<file path="src/rtl/uart_to_bram_if.sv">
// BRAM port-A write bus between the UART loader and the memory.
// master: bram_addr, bram_din, bram_we out; slave: same signals in.
interface uart_to_bram_if #(
  parameter int ADDR_WIDTH = 10,
  parameter int DATA_WIDTH = 32
);
  logic [ADDR_WIDTH-1:0] bram_addr;
  logic [DATA_WIDTH-1:0] bram_din;
  logic                  bram_we;

  modport master (
    output bram_addr,
    output bram_din,
    output bram_we
  );

  modport slave (
    input bram_addr,
    input bram_din,
    input bram_we
  );
endinterface

</file>
<file path="src/rtl/uart_to_bram.sv">
// 8N1 UART receiver packing bytes LSB-first into words written to BRAM.
// Ports: clk, reset, uart_rx, clear, bram (write bus), word_count, full, frame_err.
module uart_to_bram #(
  parameter int ADDR_WIDTH   = 10,
  parameter int DATA_WIDTH   = 32,
  parameter int CLK_FREQ     = 100_000_000,
  parameter int BAUD_RATE    = 9600,
  parameter int TIMEOUT_BITS = 20
) (
  input  logic                clk,
  input  logic                reset,
  input  logic                uart_rx,
  input  logic                clear,
  uart_to_bram_if.master      bram,
  output logic [ADDR_WIDTH:0] word_count,
  output logic                full,
  output logic                frame_err
);

  localparam int CPB  = CLK_FREQ / BAUD_RATE;
  localparam int HALF = CPB / 2;
  localparam int CW   = $clog2(CPB + 1);
  localparam int BPW  = DATA_WIDTH / 8;
  localparam int IW   = (BPW > 1) ? $clog2(BPW) : 1;
  localparam int TO   = TIMEOUT_BITS * CPB;
  localparam int TW   = $clog2(TO + 1);

  typedef enum logic [1:0] {
    IDLE,
    START,
    DATA,
    STOP
  } state_t;

  state_t          state_q, state_d;
  logic [CW-1:0]   cnt_q, cnt_d;
  logic [2:0]      bit_q, bit_d;
  logic [7:0]      sh_q, sh_d;
  logic            rx_m, rx_s;
  logic            byte_ok, stop_bad;

  logic [IW-1:0]         byte_idx;
  logic [DATA_WIDTH-1:0] word_q, word_nx;
  logic [TW-1:0]         to_cnt;
  logic                  last, idle_part;

  // Sync flops reset high so a line idling low after reset
  // still needs rx_s to fall before a start is seen.
  always_ff @(posedge clk or posedge reset) begin
    if (reset) begin
      rx_m <= 1'b1;
      rx_s <= 1'b1;
    end else begin
      rx_m <= uart_rx;
      rx_s <= rx_m;
    end
  end

  always_ff @(posedge clk or posedge reset) begin
    if (reset) begin
      state_q <= IDLE;
      cnt_q   <= '0;
      bit_q   <= '0;
      sh_q    <= '0;
    end else begin
      state_q <= state_d;
      cnt_q   <= cnt_d;
      bit_q   <= bit_d;
      sh_q    <= sh_d;
    end
  end

  always_comb begin
    state_d  = state_q;
    cnt_d    = cnt_q + 1'b1;
    bit_d    = bit_q;
    sh_d     = sh_q;
    byte_ok  = 1'b0;
    stop_bad = 1'b0;
    unique case (state_q)
      IDLE: begin
        cnt_d = '0;
        if (!rx_s) state_d = START;
      end
      START: begin
        if (cnt_q == CW'(HALF - 1)) begin
          cnt_d   = '0;
          bit_d   = '0;
          state_d = rx_s ? IDLE : DATA;
        end
      end
      DATA: begin
        if (cnt_q == CW'(CPB - 1)) begin
          cnt_d = '0;
          sh_d  = {rx_s, sh_q[7:1]};
          bit_d = bit_q + 3'd1;
          if (bit_q == 3'd7) state_d = STOP;
        end
      end
      STOP: begin
        if (cnt_q == CW'(CPB - 1)) begin
          cnt_d    = '0;
          state_d  = IDLE;
          byte_ok  = rx_s;
          stop_bad = !rx_s;
        end
      end
      default: state_d = IDLE;
    endcase
  end

  always_comb begin
    word_nx = word_q;
    word_nx[8*byte_idx +: 8] = sh_q;
  end

  assign last      = (byte_idx == IW'(BPW - 1));
  assign idle_part = (state_q == IDLE) && (byte_idx != '0);
  assign full      = word_count[ADDR_WIDTH];

  // word_count never exceeds 2**ADDR_WIDTH, so its low bits
  // serve directly as the write pointer.
  always_ff @(posedge clk or posedge reset) begin
    if (reset) begin
      bram.bram_we   <= 1'b0;
      bram.bram_addr <= '0;
      bram.bram_din  <= '0;
      word_count     <= '0;
      frame_err      <= 1'b0;
      byte_idx       <= '0;
      word_q         <= '0;
      to_cnt         <= '0;
    end else begin
      bram.bram_we <= 1'b0;
      if (clear) begin
        word_count <= '0;
        frame_err  <= 1'b0;
        byte_idx   <= '0;
        to_cnt     <= '0;
      end else begin
        if (stop_bad) frame_err <= 1'b1;
        if (byte_ok) begin
          word_q   <= word_nx;
          byte_idx <= last ? '0 : byte_idx + 1'b1;
          if (last && !full) begin
            bram.bram_we   <= 1'b1;
            bram.bram_addr <= word_count[ADDR_WIDTH-1:0];
            bram.bram_din  <= word_nx;
            word_count     <= word_count + 1'b1;
          end
        end
        if (idle_part) begin
          if (to_cnt == TW'(TO - 1)) begin
            byte_idx <= '0;
            to_cnt   <= '0;
          end else begin
            to_cnt <= to_cnt + 1'b1;
          end
        end else begin
          to_cnt <= '0;
        end
      end
    end
  end

endmodule
</file>
<file path="src/flat_wrapper.sv">
// flat-port wrapper written by rule: the top's interface ports become plain ports
module uart_to_bram_flat 
#(
  parameter int ADDR_WIDTH   = 10,
  parameter int DATA_WIDTH   = 32,
  parameter int CLK_FREQ     = 100_000_000,
  parameter int BAUD_RATE    = 9600,
  parameter int TIMEOUT_BITS = 20
)
  (clk, reset, uart_rx, clear, word_count, full, frame_err, bram_bram_addr, bram_bram_din, bram_bram_we);
  uart_to_bram_if #(.ADDR_WIDTH(ADDR_WIDTH), .DATA_WIDTH(DATA_WIDTH)) bram_i ();
  input  logic clk;
  input  logic reset;
  input  logic uart_rx;
  input  logic clear;
  output logic [ADDR_WIDTH:0] word_count;
  output logic full;
  output logic frame_err;
  output wire logic [$bits(bram_i.bram_addr)-1:0] bram_bram_addr;
  output wire logic [$bits(bram_i.bram_din)-1:0] bram_bram_din;
  output wire logic [$bits(bram_i.bram_we)-1:0] bram_bram_we;
  assign bram_bram_addr = bram_i.bram_addr;
  assign bram_bram_din = bram_i.bram_din;
  assign bram_bram_we = bram_i.bram_we;
  uart_to_bram #(.ADDR_WIDTH(ADDR_WIDTH), .DATA_WIDTH(DATA_WIDTH), .CLK_FREQ(CLK_FREQ), .BAUD_RATE(BAUD_RATE), .TIMEOUT_BITS(TIMEOUT_BITS)) u_core (.clk(clk), .reset(reset), .uart_rx(uart_rx), .clear(clear), .bram(bram_i), .word_count(word_count), .full(full), .frame_err(frame_err));
endmodule
</file>
<file path="config.mk">
export PLATFORM = sky130hd
export DESIGN_NAME = uart_to_bram_flat
export DESIGN_NICKNAME = d
export VERILOG_FILES = /design/src/rtl/uart_to_bram_if.sv /design/src/rtl/uart_to_bram.sv /design/src/flat_wrapper.sv
export SDC_FILE = /design/constraint.sdc
export NUM_CORES = 1
export LEC_CHECK = 0
export CORE_ASPECT_RATIO = 0.6
export CORE_MARGIN = 2
export CORE_UTILIZATION = 60
export DETAILED_ROUTE_END_ITERATION = 7
export PLACE_DENSITY = 0.91
export SYNTH_ARGS = -nofsm -noshare
export SYNTH_HDL_FRONTEND = slang
export SYNTH_SLANG_ARGS = --single-unit
</file>
<file path="constraint.sdc">
create_clock -name clk -period 10.4 [get_ports clk]
set_input_delay 2.08 -clock clk [delete_from_list [all_inputs] [get_ports clk]]
set_output_delay 2.08 -clock clk [all_outputs]
set_load 0.05 [all_outputs]
</file>
# ---- Word-level counts from Yosys, hierarchy flattened
# Index checks and enable logic that the tools add are counted.
dict set report totals {
  out_inout_bits 56
  input_bits 4
  wordCells 87
  reg_bits 136
}
dict set report classes {
  bitwise_logic 1
  n_reduce_logical 17
  eq_ne 13
  shifts 2
  add_sub_neg 6
  n_mux 34
}
# op count
set op_table {}
lappend op_table {{18-bit two-way mux} 3}
lappend op_table {{14-bit one-hot mux with 3 select lines} 1}
lappend op_table {{5-bit negation with 34-bit output} 1}
lappend op_table {{8-bit by 34-bit variable shift with 32-bit output (first input constant)} 1}
lappend op_table {{8-bit by 34-bit indexed part select with 32-bit output} 1}
lappend op_table {{11-bit two-way mux} 3}
lappend op_table {{32-bit bitwise mux} 1}
lappend op_table {{14-bit two-way mux} 2}
lappend op_table {{2-bit two-way mux} 11}
lappend op_table {{18-bit by 1-bit adder with 18-bit output (second input constant)} 1}
lappend op_table {{18-bit == test (second input constant)} 1}
lappend op_table {{14-bit by 1-bit adder with 14-bit output (second input constant)} 1}
lappend op_table {{14-bit by 13-bit == test with 1-bit output (second input constant)} 1}
lappend op_table {{14-bit == test (second input constant)} 1}
lappend op_table {{11-bit by 1-bit adder with 11-bit output (second input constant)} 1}
lappend op_table {{2-bit nonzero test} 5}
lappend op_table {{1-bit two-way mux} 9}
lappend op_table {{2-bit by 1-bit != test with 1-bit output (second input constant)} 4}
lappend op_table {{2-bit one-hot mux with 4 select lines} 1}
lappend op_table {{2-bit == test (second input constant)} 3}
lappend op_table {{3-bit two-way mux} 2}
lappend op_table {{3-bit one-hot mux with 2 select lines} 1}
lappend op_table {{2-bit AND reduction} 3}
lappend op_table {{3-bit AND reduction} 2}
lappend op_table {{other kinds (11)} 13}

# ---- Logic depth before layout (Yosys ltp)
dict set report depth {
  depth_word 7
  mapped_depth 9
}

# ---- Worst setup path before layout
# Ideal clock, no wire load.
dict set report synth_path {
  path_kind {input to register}
  start {input port clear}
  end {register u_core.bram.bram_addr[0]}
  setup_time_ns 0.125
  cell_stages 4
  slack_ns 7.136
  t_required_ns 10.275
  t_arrival_ns 3.139
  cell_sequence {clkbuf_1 > nor4_4 > buf_4 > mux2_2}
}
dict set report synth_via {
  elab_chain_cells 2
}
# element line
set synth_rtl {}
lappend synth_rtl {{start: declaration} flat_wrapper.sv:15} ;# input logic clear;
lappend synth_rtl {{1-bit NOT (no source line)} -}
lappend synth_rtl {{3-bit AND reduction (no source line)} -}
lappend synth_rtl {{end signal: assignment} uart_to_bram.sv:147} ;# bram.bram_addr <= word_count[ADDR_WIDTH-1:0];
lappend synth_rtl {{end: declaration} uart_to_bram_if.sv:12} ;# output bram_addr,
# No other way between the ends.
# A chain may end at the register's enable or synchronous reset.

# ---- Worst setup path after layout
# Same ends and word-level chain as after synthesis.

==> flow_metrics.py <==
metrics = {
    "grt": {
        "grt_pass1_wl_um": 22900,
        "grt_pass1_vias": 4629,
        "gr-usage-all-layers_pct": 25.81,
        "grt.overflow.total": 0,
        "antenna_found_initial": 0,
        "grt_max_degree": 86,
    },
    "timing": {
        "fin_crit_ps": 4387,
        "fmax_mhz": 228.0,
        "drv_slew": 0,
        "fin_crit_sh_pct": 42.18,
        "hold_viol_final": 0,
        "rsz0062_at_grt": "no",
        "slew-limit-headroom_pct": 25.95,
        "finalSetupTns_ps": 0,
        "fin_skew_ps": 7.239,
        "hold_ws_ps": 360.0,
        "setup-violations-final": 0,
        "tightest_slew_ps": 1102,
    },
    "hold_path": {
        "holdCritPathClass": "flop to flop",
    },
    "finish": {
        "final_net_count": 663,
        "drive_gt1_share_pct": 10.67,
        "area_growth_pct": 18.18,
        "diodes": 0,
        "fillers": 701,
    },
    "placement": {
        "routabilityCongestion": 0.8663,
        "dp_hpwl_um": 8834,
        "port_buffers": 59,
    },
    "yosys": {
        "synth_edf_count": 0,
        "ys_seq_area_share_pct": 53.72,
        "synth_mux_area_share_pct": 3.493,
        "synth_top_family_by_area": "simple AND/OR/NAND/NOR gates",
        "syn_nets": 617,
        "synthXorXnorAreaFrac_pct": 4.835,
        "avgSynthCellArea_um2": 10.62,
        "yosysWarnings": 0,
        "synth_flop_cell": "dfrtp_1",
        "syn-cell-area_um2": 6340,
        "synth-compound-area-share_pct": 11.90,
        "synth_cell_types": 50,
        "async_reset_ff_share_pct": 100.0,
        "synth-simple-area-share_pct": 18.81,
        "ys_seq_elements": 136,
        "synthAdderAreaFrac_pct": 3.158,
        "synthCells": 597,
    },
    "floorplanning": {
        "initial_core_util_pct": 60.88,
        "die_h_um": 83.63,
        "rows": 29,
        "die-area_um2": 11430,
        "die_x_um": 136.7,
        "ios": 60,
        "core_area_um2": 10410,
    },
    "cts": {
        "cts.path.max_buffers": 2,
        "cts_tree": "done",
        "cts-htree-levels": 4,
        "insertion_delay_ps": 410,
        "postCtsSetupRepairBufs": 0,
        "ctsHoldBuffers": 0,
        "cts_buffers": 17,
        "cts_resized": 0,
        "cts-root-buf": "clkbuf_16",
        "clock_sinks": 136,
        "clk_pin_slew_ps": 60,
    },
    "power": {
        "vdd_drop_max_mv": 0.1371,
        "power_density_nw_per_um2": 155.3,
        "p_leak_nw": 3.262,
    },
    "setup_path": {
        "endpoint_kind": "flop",
        "critPathKind": "input port to flop",
        "worstPathMaxFanout": 66,
        "worst_setup_path_start_kind": "input port",
        "crit_required_ps": 10700,
        "cp.arrival_ps": 4680,
    },
    "route": {
        "drtAntennaViolNets": 0,
        "wl_per_cell_um": 17.07,
        "drt_iter0_markers": 364,
        "firstDrtPassIters": 4,
        "drc": 0,
        "routed_via_density": 5.843,
        "vias": 4645,
        "drt-total-wl_um": 13570,
    },
    "run": {
        "maxCapViolations": 0,
    },
    "status": {
        "outcome": "complete, no violations",
    },
}
-- registers in the layout, summed over array words and instances (netlist names), named ones only --
signal                 cells
u_core.bram.bram_we        1
u_core.state_q             1
u_core.bram.bram_addr     10
u_core.rx_m                1
u_core.bit_q               3
u_core.cnt_q              14
u_core.word_count         11
u_core.bram.bram_din      32
u_core.sh_q                8
u_core.byte_idx            2
u_core.to_cnt             18
u_core.rx_s                1
u_core.frame_err           1
u_core.word_q             32
-- per-stage QoR --
step / cell area, µm² / instances / setup slack [ps] / power (mW) / utilization (%)
3_5_place_dp: 6930 / 763 / 5572 / 0.6061 / 66.55
4_1_cts: 7492 / 795 / 6019 / 1.171 / 71.95
3_3_place_gp: 6930 / 763 / 5664 / 0.6048 / 66.55
2_1_floorplan: 6340 / 597 / 4684 / 0.5869 / -
5_1_grt: 7492 / 795 / 5826 / 1.203 / 71.95
6_report: 7492 / 795 / 6013 / 1.163 / 71.95
-- kinds of logic (layout without fill, tap and decap cells) --
| family | Yosys count | count (layout) |
|---|---|---|
| compound gates | 114 | 114 |
| mux | 20 | 20 |
| flops | 136 | 136 |
| simple gates | 226 | 226 |
| fa+ha+maj | 16 | 16 |
| xor+xnor | 35 | 35 |
| buf+inv | 50 | 109 |
-- per-layer routing --
layer	wire [µm]	vias to the layer above	global-route usage (%)	part of all wire (%)
li1	-	2164	-	-
met1	6200	2298	36.19	46
met3	802	19	7.165	5.9
met5	0	-	0	0
met2	6408	164	39.27	47
met4	160	0	8.239	1.2
-- worst max-delay path, stage by stage --
cell             delay [ps]
clkdlybuf4s50_1         760
nor4_4                  780
buf_4                   650
mux2_2                  410
-- cells in the final DEF, fill, tap and decap left out, types with 7 or more instances in the layout --
master	netlist	final
nor3_1	13	13
dfrtp_1	134	134
nand3_1	25	25
nand2_1	29	29
nor2b_1	32	32
a21oi_1	61	61
ha_1	16	16
xor2_1	13	13
mux2_2	17	17
inv_1	14	13
nor2_1	81	81
xnor2_1	22	22
a22o_1	32	32
clkdlybuf4s50_1	0	59
and3_1	7	7
a21oi_2	7	7
clkbuf_16	0	17
-- area by class of cell --
type,instances,area [µm²],share of cell area (%)
inverters,14,55.05,0.7348
multi-input cells,411,2675,35.70
flip-flops and latches,136,3406,45.46
well taps,139,173.9,2.321
repair buffers,63,620.6,8.283
clock buffers,24,491.7,6.563
clock inverters,8,70.07,0.9352
-- synth_stat cells (9+ instances only) --
master   number  area (µm²)
xnor2_1      22       192.7
dfrtp_1     134        3353
nand2_1      29       108.9
nor3_1       13       65.06
ha_1         16       200.2
nor2_1       81       304.0
nand3_1      25       125.1
mux2_2       17       191.4
nor2b_1      32       200.2
a22o_1       32       280.3
buf_2         9       45.04
xor2_1       13       113.9
buf_1         9       33.78
inv_1        14       52.55
a21oi_1      61       305.3
-- power breakdown --
group / leakage [nW] / switching, mW / internal [mW]
combinational: 1.18 / 0.0403 / 0.0152
clock: 0.276 / 0.215 / 0.352
sequential: 1.80 / 0.00399 / 0.537
-- path summary, 6_finish.rpt --
check | from | endpoint | slack, ps | cells after the start
max reg2reg | u_core.cnt_q[0] | u_core.bram.bram_addr[0] | 7280 | 6
max in group asynchronous | reset | u_core.bram.bram_din[12] | 6800 | 3
min | u_core.rx_m | u_core.rx_s | 360 | 0
min in group asynchronous | reset | u_core.bram.bram_din[20] | 2120 | 2
min reg2reg | u_core.rx_m | u_core.rx_s | 360 | 0
max | clear | u_core.bram.bram_addr[0] | 6010 | 4
(Power assumes the default switching activity.)
